### src/rtl/nn_ctrl_pkg.sv
// Shared types and constants for the MNIST frame sequencer.
// Imported by the sequencer top and its helpers.
package nn_ctrl_pkg;

  typedef enum logic [2:0] {
    IDLE,
    RECV,
    START,
    WAIT,
    DONE
  } state_e;

  localparam int N_PIXELS_DEF = 784;
  localparam int CNT_W        = $clog2(N_PIXELS_DEF + 1);

  function automatic int idx_w(input int n);
    return (n > 1) ? $clog2(n) : 1;
  endfunction

endpackage

### src/rtl/serial_sync_edge.sv
// Two-flop synchronizers for an async two-wire serial link,
// plus a rising-edge strobe on the bit clock.
module serial_sync_edge (
  input  logic clk_i,
  input  logic rst_ni,
  input  logic sclk_i,
  input  logic sdata_i,
  output logic strobe_o,
  output logic data_o
);

  logic [2:0] sclk_q;
  logic [1:0] sdat_q;

  // synchronizer chains; third clock flop remembers previous level
  always_ff @(posedge clk_i or negedge rst_ni) begin
    if (!rst_ni) begin
      sclk_q <= '0;
      sdat_q <= '0;
    end else begin
      sclk_q <= {sclk_q[1:0], sclk_i};
      sdat_q <= {sdat_q[0], sdata_i};
    end
  end

  assign strobe_o = sclk_q[1] & ~sclk_q[2];
  assign data_o   = sdat_q[1];

endmodule

### src/rtl/nn_frame_sequencer.sv
// Receives a binary image over the serial link, then steps each
// layer engine through start/done and latches the argmax class.
module nn_frame_sequencer
  import nn_ctrl_pkg::*;
#(
  parameter int N_PIXELS   = N_PIXELS_DEF,
  parameter int N_LAYERS   = 3,
  parameter int CLASS_W    = 4,
  parameter int GAP_CYCLES = 4096
) (
  input  logic                CLOCK_50,
  input  logic                resetn,
  input  logic                ser_clk,
  input  logic                ser_data,
  output logic [N_PIXELS-1:0] pixels,
  output logic [N_LAYERS-1:0] layer_start,
  input  logic [N_LAYERS-1:0] layer_done,
  input  logic [CLASS_W-1:0]  class_in,
  output logic [CLASS_W-1:0]  result,
  output logic                result_valid,
  output logic                busy,
  output logic                frame_err
);

  localparam int BIT_W  = $clog2(N_PIXELS + 1);
  localparam int GAP_W  = $clog2(GAP_CYCLES + 1);
  localparam int LIDX_W = idx_w(N_LAYERS);

  localparam logic [BIT_W-1:0]  BIT_LAST = BIT_W'(N_PIXELS);
  localparam logic [GAP_W-1:0]  GAP_MAX  = GAP_W'(GAP_CYCLES);
  localparam logic [LIDX_W-1:0] L_LAST   = LIDX_W'(N_LAYERS - 1);

  logic strobe;
  logic sbit;

  state_e              state_q, state_d;
  logic [N_PIXELS-1:0] pix_q, pix_d;
  logic [BIT_W-1:0]    bit_cnt_q, bit_cnt_d;
  logic [GAP_W-1:0]    gap_cnt_q, gap_cnt_d;
  logic [LIDX_W-1:0]   lidx_q, lidx_d;
  logic [CLASS_W-1:0]  res_q, res_d;
  logic                rv_q, rv_d;
  logic                fe_q, fe_d;

  serial_sync_edge u_sync (
    .clk_i    (CLOCK_50),
    .rst_ni   (resetn),
    .sclk_i   (ser_clk),
    .sdata_i  (ser_data),
    .strobe_o (strobe),
    .data_o   (sbit)
  );

  // state and datapath registers
  always_ff @(posedge CLOCK_50 or negedge resetn) begin
    if (!resetn) begin
      state_q   <= IDLE;
      pix_q     <= '0;
      bit_cnt_q <= '0;
      gap_cnt_q <= '0;
      lidx_q    <= '0;
      res_q     <= '0;
      rv_q      <= 1'b0;
      fe_q      <= 1'b0;
    end else begin
      state_q   <= state_d;
      pix_q     <= pix_d;
      bit_cnt_q <= bit_cnt_d;
      gap_cnt_q <= gap_cnt_d;
      lidx_q    <= lidx_d;
      res_q     <= res_d;
      rv_q      <= rv_d;
      fe_q      <= fe_d;
    end
  end

  // next-state, counters and start pulse
  always_comb begin
    state_d     = state_q;
    pix_d       = pix_q;
    bit_cnt_d   = bit_cnt_q;
    gap_cnt_d   = gap_cnt_q;
    lidx_d      = lidx_q;
    res_d       = res_q;
    rv_d        = rv_q;
    fe_d        = fe_q;
    layer_start = '0;
    unique case (state_q)
      IDLE: begin
        if (strobe) begin
          pix_d     = {pix_q[N_PIXELS-2:0], sbit};
          bit_cnt_d = BIT_W'(1);
          gap_cnt_d = '0;
          rv_d      = 1'b0;
          fe_d      = 1'b0;
          state_d   = RECV;
        end
      end
      RECV: begin
        if (strobe) begin
          pix_d     = {pix_q[N_PIXELS-2:0], sbit};
          bit_cnt_d = bit_cnt_q + 1'b1;
          gap_cnt_d = '0;
          if (bit_cnt_d == BIT_LAST)
            state_d = START;
        end else if (gap_cnt_q == GAP_MAX) begin
          fe_d      = 1'b1;
          bit_cnt_d = '0;
          state_d   = IDLE;
        end else begin
          gap_cnt_d = gap_cnt_q + 1'b1;
        end
      end
      START: begin
        layer_start = N_LAYERS'(1) << lidx_q;
        state_d     = WAIT;
      end
      WAIT: begin
        if (layer_done[lidx_q]) begin
          if (lidx_q == L_LAST) begin
            state_d = DONE;
          end else begin
            lidx_d  = lidx_q + 1'b1;
            state_d = START;
          end
        end
      end
      DONE: begin
        res_d     = class_in;
        rv_d      = 1'b1;
        lidx_d    = '0;
        bit_cnt_d = '0;
        state_d   = IDLE;
      end
      default: state_d = IDLE;
    endcase
    // a bit arriving while the network runs is dropped and flagged
    if (strobe && (state_q == START ||
                   state_q == WAIT  ||
                   state_q == DONE))
      fe_d = 1'b1;
  end

  assign pixels       = pix_q;
  assign result       = res_q;
  assign result_valid = rv_q;
  assign frame_err    = fe_q;
  assign busy         = (state_q == RECV)  ||
                        (state_q == START) ||
                        (state_q == WAIT);

endmodule

### config.mk
export PLATFORM = sky130hd
export DESIGN_NAME = nn_frame_sequencer
export DESIGN_NICKNAME = d
export VERILOG_FILES = /design/src/rtl/nn_ctrl_pkg.sv /design/src/rtl/serial_sync_edge.sv /design/src/rtl/nn_frame_sequencer.sv
export SDC_FILE = /design/constraint.sdc
export NUM_CORES = 2
export LEC_CHECK = 0
export ABC_AREA = 1
export ABC_CLOCK_PERIOD_IN_PS = 3100
export CAP_MARGIN = 20
export CORE_MARGIN = 2
export CORE_UTILIZATION = 30
export DETAILED_ROUTE_END_ITERATION = 7
export PLACE_DENSITY_LB_ADDON = 0.15
export SYNTH_ARGS = -nofsm -noshare
export SYNTH_HDL_FRONTEND = slang
export SYNTH_SLANG_ARGS = --single-unit
### constraint.sdc
create_clock -name CLOCK_50 -period 3.1 [get_ports CLOCK_50]
set_input_delay 0.62 -clock CLOCK_50 [delete_from_list [all_inputs] [get_ports CLOCK_50]]
set_output_delay 0.62 -clock CLOCK_50 [all_outputs]
set_load 0.005 [all_outputs]
======== Word-level counts from Yosys, hierarchy flattened ========
Index checks and enable logic that the tools add are counted.
word-level totals
  flip-flop bits (word level) ............. 823
  input port bits ......................... 11
operators by class
  add/subtract/negate cells ............... 3
  order comparisons ....................... 1
  eq/ne operators ......................... 16
  shifts and indexed selects .............. 1
  multiplexer cells ....................... 27
  bitwise operators ....................... 2
  reductions and logical operators ........ 19
operators by type and width
  kind                   number
  $mux 13                3
  $mux 10                3
  $pmux 10 s3            1
  $pmux 13 s2            1
  $mux 3                 7
  $ne 3x3->1 const B     6
  $add 13x1->13 const B  1
  $eq 13x13->1 const B   1
  $pmux 3 s4             1
  $add 10x1->10 const B  1
  $eq 10x10->1 const B   1
  $reduce_and 3->1       3
  $reduce_and 4->1       2
  $eq 3x2->1 const B     2
  $ne 2x2->1 const B     3
  $reduce_bool 2->1      3
  $reduce_bool 3->1      2
  $mux 1                 5
  $logic_or 1x1->1       4
  $mux 2                 2
  $pmux 1 s2             2
  $pmux 2 s2             1
  $reduce_and 2->1       2
  $eq 3x1->1 const B     1
  11 further kinds       11

======== Depth between registers and ports, before layout ========
  depth after elaboration ................. 6
  mapped depth ............................ 12
  mapped depth without buffers ............ 12

======== Cells and area by module ========
From an unflattened synthesis, not the netlist that was laid out.
second synthesis, totals
  cells, all modules ...................... 3589
  area total of the unflattened synthesis .. 31423.9 µm²
modules (own cells, without submodules)
  module              times used  cells each  area each (µm²)
  nn_frame_sequencer  1           3582        31288.8
  serial_sync_edge    1           7           135.1

======== Worst setup path after synthesis ========
No wires, ideal clock.
  path type ............................... reg-to-reg
  start point ............................. register state_q[0]
  end point ............................... register pix_q[155] (netlist: pixels[155])
  arrival time ............................ 1.395 ns
  required time ........................... 2.983 ns
  slack ................................... 1.589 ns
  cell stages (with the launch flop) ...... 12
  path buffers ............................ 3
  path through ............................ dfrtp_1 > nor2_2 > inv_2 > nor2_1 > inv_2 > nand2_2 > nand2_4 > buf_6 > buf_6 > buf_6 > nand2_1 > nand2_1
between the ends
  word-level cells in the longest chain between the ends .. 3
  elaborated cells on any way between the ends .. 4
RTL lines
  element                                        line                      RTL
  start: declaration                             nn_frame_sequencer.sv:36  state_e state_q, state_d;
  start signal: assignment                       nn_frame_sequencer.sv:66  state_q <= state_d;
  $eq 3x1->1 or $logic_not 3->1 (tied branches)  nn_frame_sequencer.sv:88  unique case (state_q)
  $reduce_or 2->1 (no source line) *             n/a
  $reduce_and 2->1 (no source line) *            n/a
  end signal: assignment                         nn_frame_sequencer.sv:67  pix_q <= pix_d;
  end: declaration                               nn_frame_sequencer.sv:37  logic [N_PIXELS-1:0] pix_q, pix_d;
Every way passes the cells marked *; elsewhere a longest branch is shown, timed or not.
A chain may end at the register's enable or synchronous reset.

======== Worst setup path after layout ========
  start point ............................. register lidx_q[0]
  end point ............................... output port layer_start[2]
between the ends
  word-level cells in the longest chain between the ends .. 2
RTL lines
  element                   line                       RTL
  start: declaration        nn_frame_sequencer.sv:40   logic [LIDX_W-1:0] lidx_q, lidx_d;
  start signal: assignment  nn_frame_sequencer.sv:70   lidx_q <= lidx_d;
  $shl 1x2->3               nn_frame_sequencer.sv:115  layer_start = N_LAYERS'(1) << lidx_q;
  $mux 3                    nn_frame_sequencer.sv:88
  end: declaration          nn_frame_sequencer.sv:16   output logic [N_LAYERS-1:0] layer_start,
Every way passes these cells.

==> out/summary.txt <==
Switching part of the total: 0.271
Power Dens Cells: 590 nW/um^2
RR Startpoint: state_q[1]
Worst-path fanout max: 6
CP Capture Point: layer_start[2]
Achievable Freq: 0.367 GHz
Total congestion overflow: 0
CTS clk-pin slew, worst paths: 0.06 ns
First-pass GRT wire length: 157 mm
Starting Density: 0.303
Sequential power share: 0.420
Post CTS Setup Buffer Count: 0
Layout Nets: 4,413
Crit share post-route: 0.879
Crit Reg-Reg Endpoint: pixels[685]
Port Buffers: 804
DRC Markers: 0
Worst Path Arrival: 2.10 ns
Comb power frac: 0.113
Cell area after synthesis: 31,900 um^2
Area Growth Syn to Fin: 40.3%
Outcome: complete, no violations
Seq/Total Area, Yosys: 0.646
Setup Viol. Count Final: 0
Nature of the critical path endpoint: primary output
Via density: 4.37
Vias in the first global route: 25,100
Slew at the pin closest to its max-slew limit: 1.00 ns
Top cell by count, worst path: inv_1
Setup TNS: 0 ns
ANT cells: 0
Layout cells sized above 1: 0.0572
Hold Vio Cnt, Final: 0
CTS max path bufs: 3
Slowest CP cell: clkdlybuf4s50_1
GRT Overall Usage: 0.186
Worst-Skew Late Latency: 0.68 ns
Row cnt: 119
Post-DP HPWL: 72.9 mm
Crit path max-delay family: buffers and inverters
Worst path cell trace: inv_1 > ha_1 > inv_1 > nor2_1 > clkdlybuf4s50_1
Mapped Cells: 3,599
Die width: 330 um
CP required: 2.48 ns
TritonCTS clock tree: done
VDD IR max: 0.000379 V
Cts bufs inserted: 96
CP peak stage delay: 0.53 ns
Yosys cell types: 30
Min Tclk post-route: 2.72 ns
Worst path bufs/invs: 3
Startpoint types: flop
Clock root cell: clkbuf_16
Syn nets: 3,616
Synthesized area per cell: 8.85 um^2
Synth top area share: 0.646
Vias: 25,700
Net switching power: 7150 uW
Die Ht: 330 um
DIE AREA: 109,000 um^2
Clock Power Share: 0.466
Synth warn: 0
Core box area: 105,000 um^2
#FFs+latches synth: 823
H-Tree Depth: 3
Largest net degree at the start of global routing: 172
DRT Pass-1 Iters: 5
Instance count on the critical path: 5
RePlAce Congestion: 0.842
Critical path class: reg -> out
Synth area leaders: dfrtp_1 65%, nand2_1 29%, buf_6 2.0%
Unrepaired setup endpoints after global routing: no
Layout Skew: 0.0166 ns
Antenna violations before repair: 1
DRT antenna net count: 0
Lkg Pwr: 0.0233 uW
R2R setup slack: 0.91 ns
Top cell type by total area after synthesis: dfrtp_1
Slew Limit Fails: 0
Final WL: 104 mm
Iteration-0 DRC Markers: 1,730
Final design utilization: 0.425
P_int: 19,200 uW
Setup crit start: lidx_q[0]
Clock net sink count: 823
Worst Reg-to-Reg Cells: 9
Wirelength per Cell: 17.7 um
Max_slew headroom: 0.332
IO Pins: 805
FILL cells: 10,400
Worst Hold Class: reg -> reg
Max_cap viols: 0
==> what timing repair did <==
action,4_1_cts,5_1_grt
gates resized for setup,0,0
endpoints found under the setup margin,0,0
hold buffers,1,0
endpoints found under the hold margin,30,0
==> cell families after synthesis <==
family	after synthesis	share of synthesized area
simple gates	2509	0.298
compound gates	39	0.00668
buf+inv	219	0.0457
fa+ha+maj	6	0.00236
flops	823	0.646
xor+xnor	3	0.000825
==> state kept, by name, summed over array words and instances (netlist names) <==
signal / cells
bit_cnt_q: 10
result_valid: 1
state_q: 3
gap_cnt_q: 13
u_sync.sdat_q: 2
lidx_q: 2
pixels: 784
u_sync.sclk_q: 3
frame_err: 1
result: 4
==> worst reg2reg max path: stages (launching register included) <==
cell and delay (ns):
dfrtp_1 0.40, nor2_2 0.19, inv_2 0.06, nor2_1 0.12, inv_2 0.07, nand2_2 0.11
nand2_8 0.16, inv_16 0.31, buf_4 0.49, o21ai_0 0.13
==> worst min path at each step <==
stage                                  end  slack (ns)  depth (start not counted)             start
after CTS                 u_sync.sdat_q[0]        0.33                          1          ser_data
after global placement    u_sync.sclk_q[1]        0.34                          0  u_sync.sclk_q[0]
final                     u_sync.sclk_q[1]        0.36                          0  u_sync.sclk_q[0]
after global routing      u_sync.sdat_q[0]        0.37                          1          ser_data
after detailed placement  u_sync.sclk_q[1]        0.35                          0  u_sync.sclk_q[0]
after floorplan               bit_cnt_q[0]        0.32                          0            resetn
==> area by class of cell <==
cell class | instances | area, um^2 | share of cell area
timing repair buffer | 874 | 8860 | 0.198
clock buffer | 134 | 2910 | 0.0651
inverter | 44 | 181 | 0.00406
tap | 1391 | 1740 | 0.0389
multi-input combinational | 2557 | 9820 | 0.220
clock inverter | 47 | 584 | 0.0131
sequential | 823 | 20600 | 0.461
==> routing by layer <==
metal	vias up	global-route usage	part of all wire
met1	12400	0.238	0.42
met2	686	0.297	0.47
li1	12500	-	-
met5	-	0	0
met4	0	0.0583	0.026
met3	135	0.0624	0.085
==> placed cells by master, fill, tap and decap left out, types with 2 or more instances in the layout <==
cell and n:
inv_2 4, xor2_1 2, o31ai_1 2, buf_12 22, nor2_1 38, nand4_1 7, inv_6 4, buf_4 47
o21ai_0 22, a21oi_1 10, clkbuf_8 26, clkinvlp_4 9, or2_2 2, o21bai_1 2, nand2_1 2431, ha_1 6
clkbuf_16 101, clkinv_2 19, inv_1 39, nor3_1 4, dfrtp_1 823, clkdlybuf4s50_1 803, clkbuf_1 7, bufinv_16 12
clkinv_4 3, nand3_1 21
==> synth_stat cells <==
cell         n
or2_2        2
nor3_2       1
dfrtp_1    823
nand2_4      1
nor2_2       1
a22oi_1      1
clkbuf_1     7
nor3_1       4
xor2_1       2
buf_4       28
a31oi_1      1
nor2_4       1
nand2_2      1
buf_6       56
o21ai_0     22
inv_1       39
nor2_1      38
inv_4        1
xnor2_1      1
o21bai_1     2
a21oi_1     10
nand4_1      7
inv_2        4
o221ai_1     1
nand2_1   2431
nand3_1     21
ha_1         6
o31ai_1      2
buf_2       84
nand3b_1     1
==> per-stage QoR <==
stage | setup WS [ns] | hold slack, ns | instance area [um^2] | total power, uW | instances
2_1_floorplan | 1.59 | 0.324 | 31900 | 13400 | 3599
3_3_place_gp | 0.954 | 0.337 | 41200 | 14400 | 5688
3_5_place_dp | 0.948 | 0.351 | 41200 | 14300 | 5688
4_1_cts | 0.287 | 0.333 | 44700 | 26800 | 5870
5_1_grt | 0.201 | 0.369 | 44700 | 27600 | 5870
6_report | 0.377 | 0.357 | 44700 | 26400 | 5870
==> power groups by stage <==
stage / Clock [uW] / Sequential (uW) / Combinational (uW)
after floorplan: 0 / 11200 / 2160
after global placement: 0 / 11300 / 3080
after detailed placement: 0 / 11300 / 3040
after CTS: 12700 / 11100 / 3050
after global routing: 13200 / 11100 / 3330
final: 12300 / 11100 / 2990
Note: power is estimated with default switching activity, not from simulation.
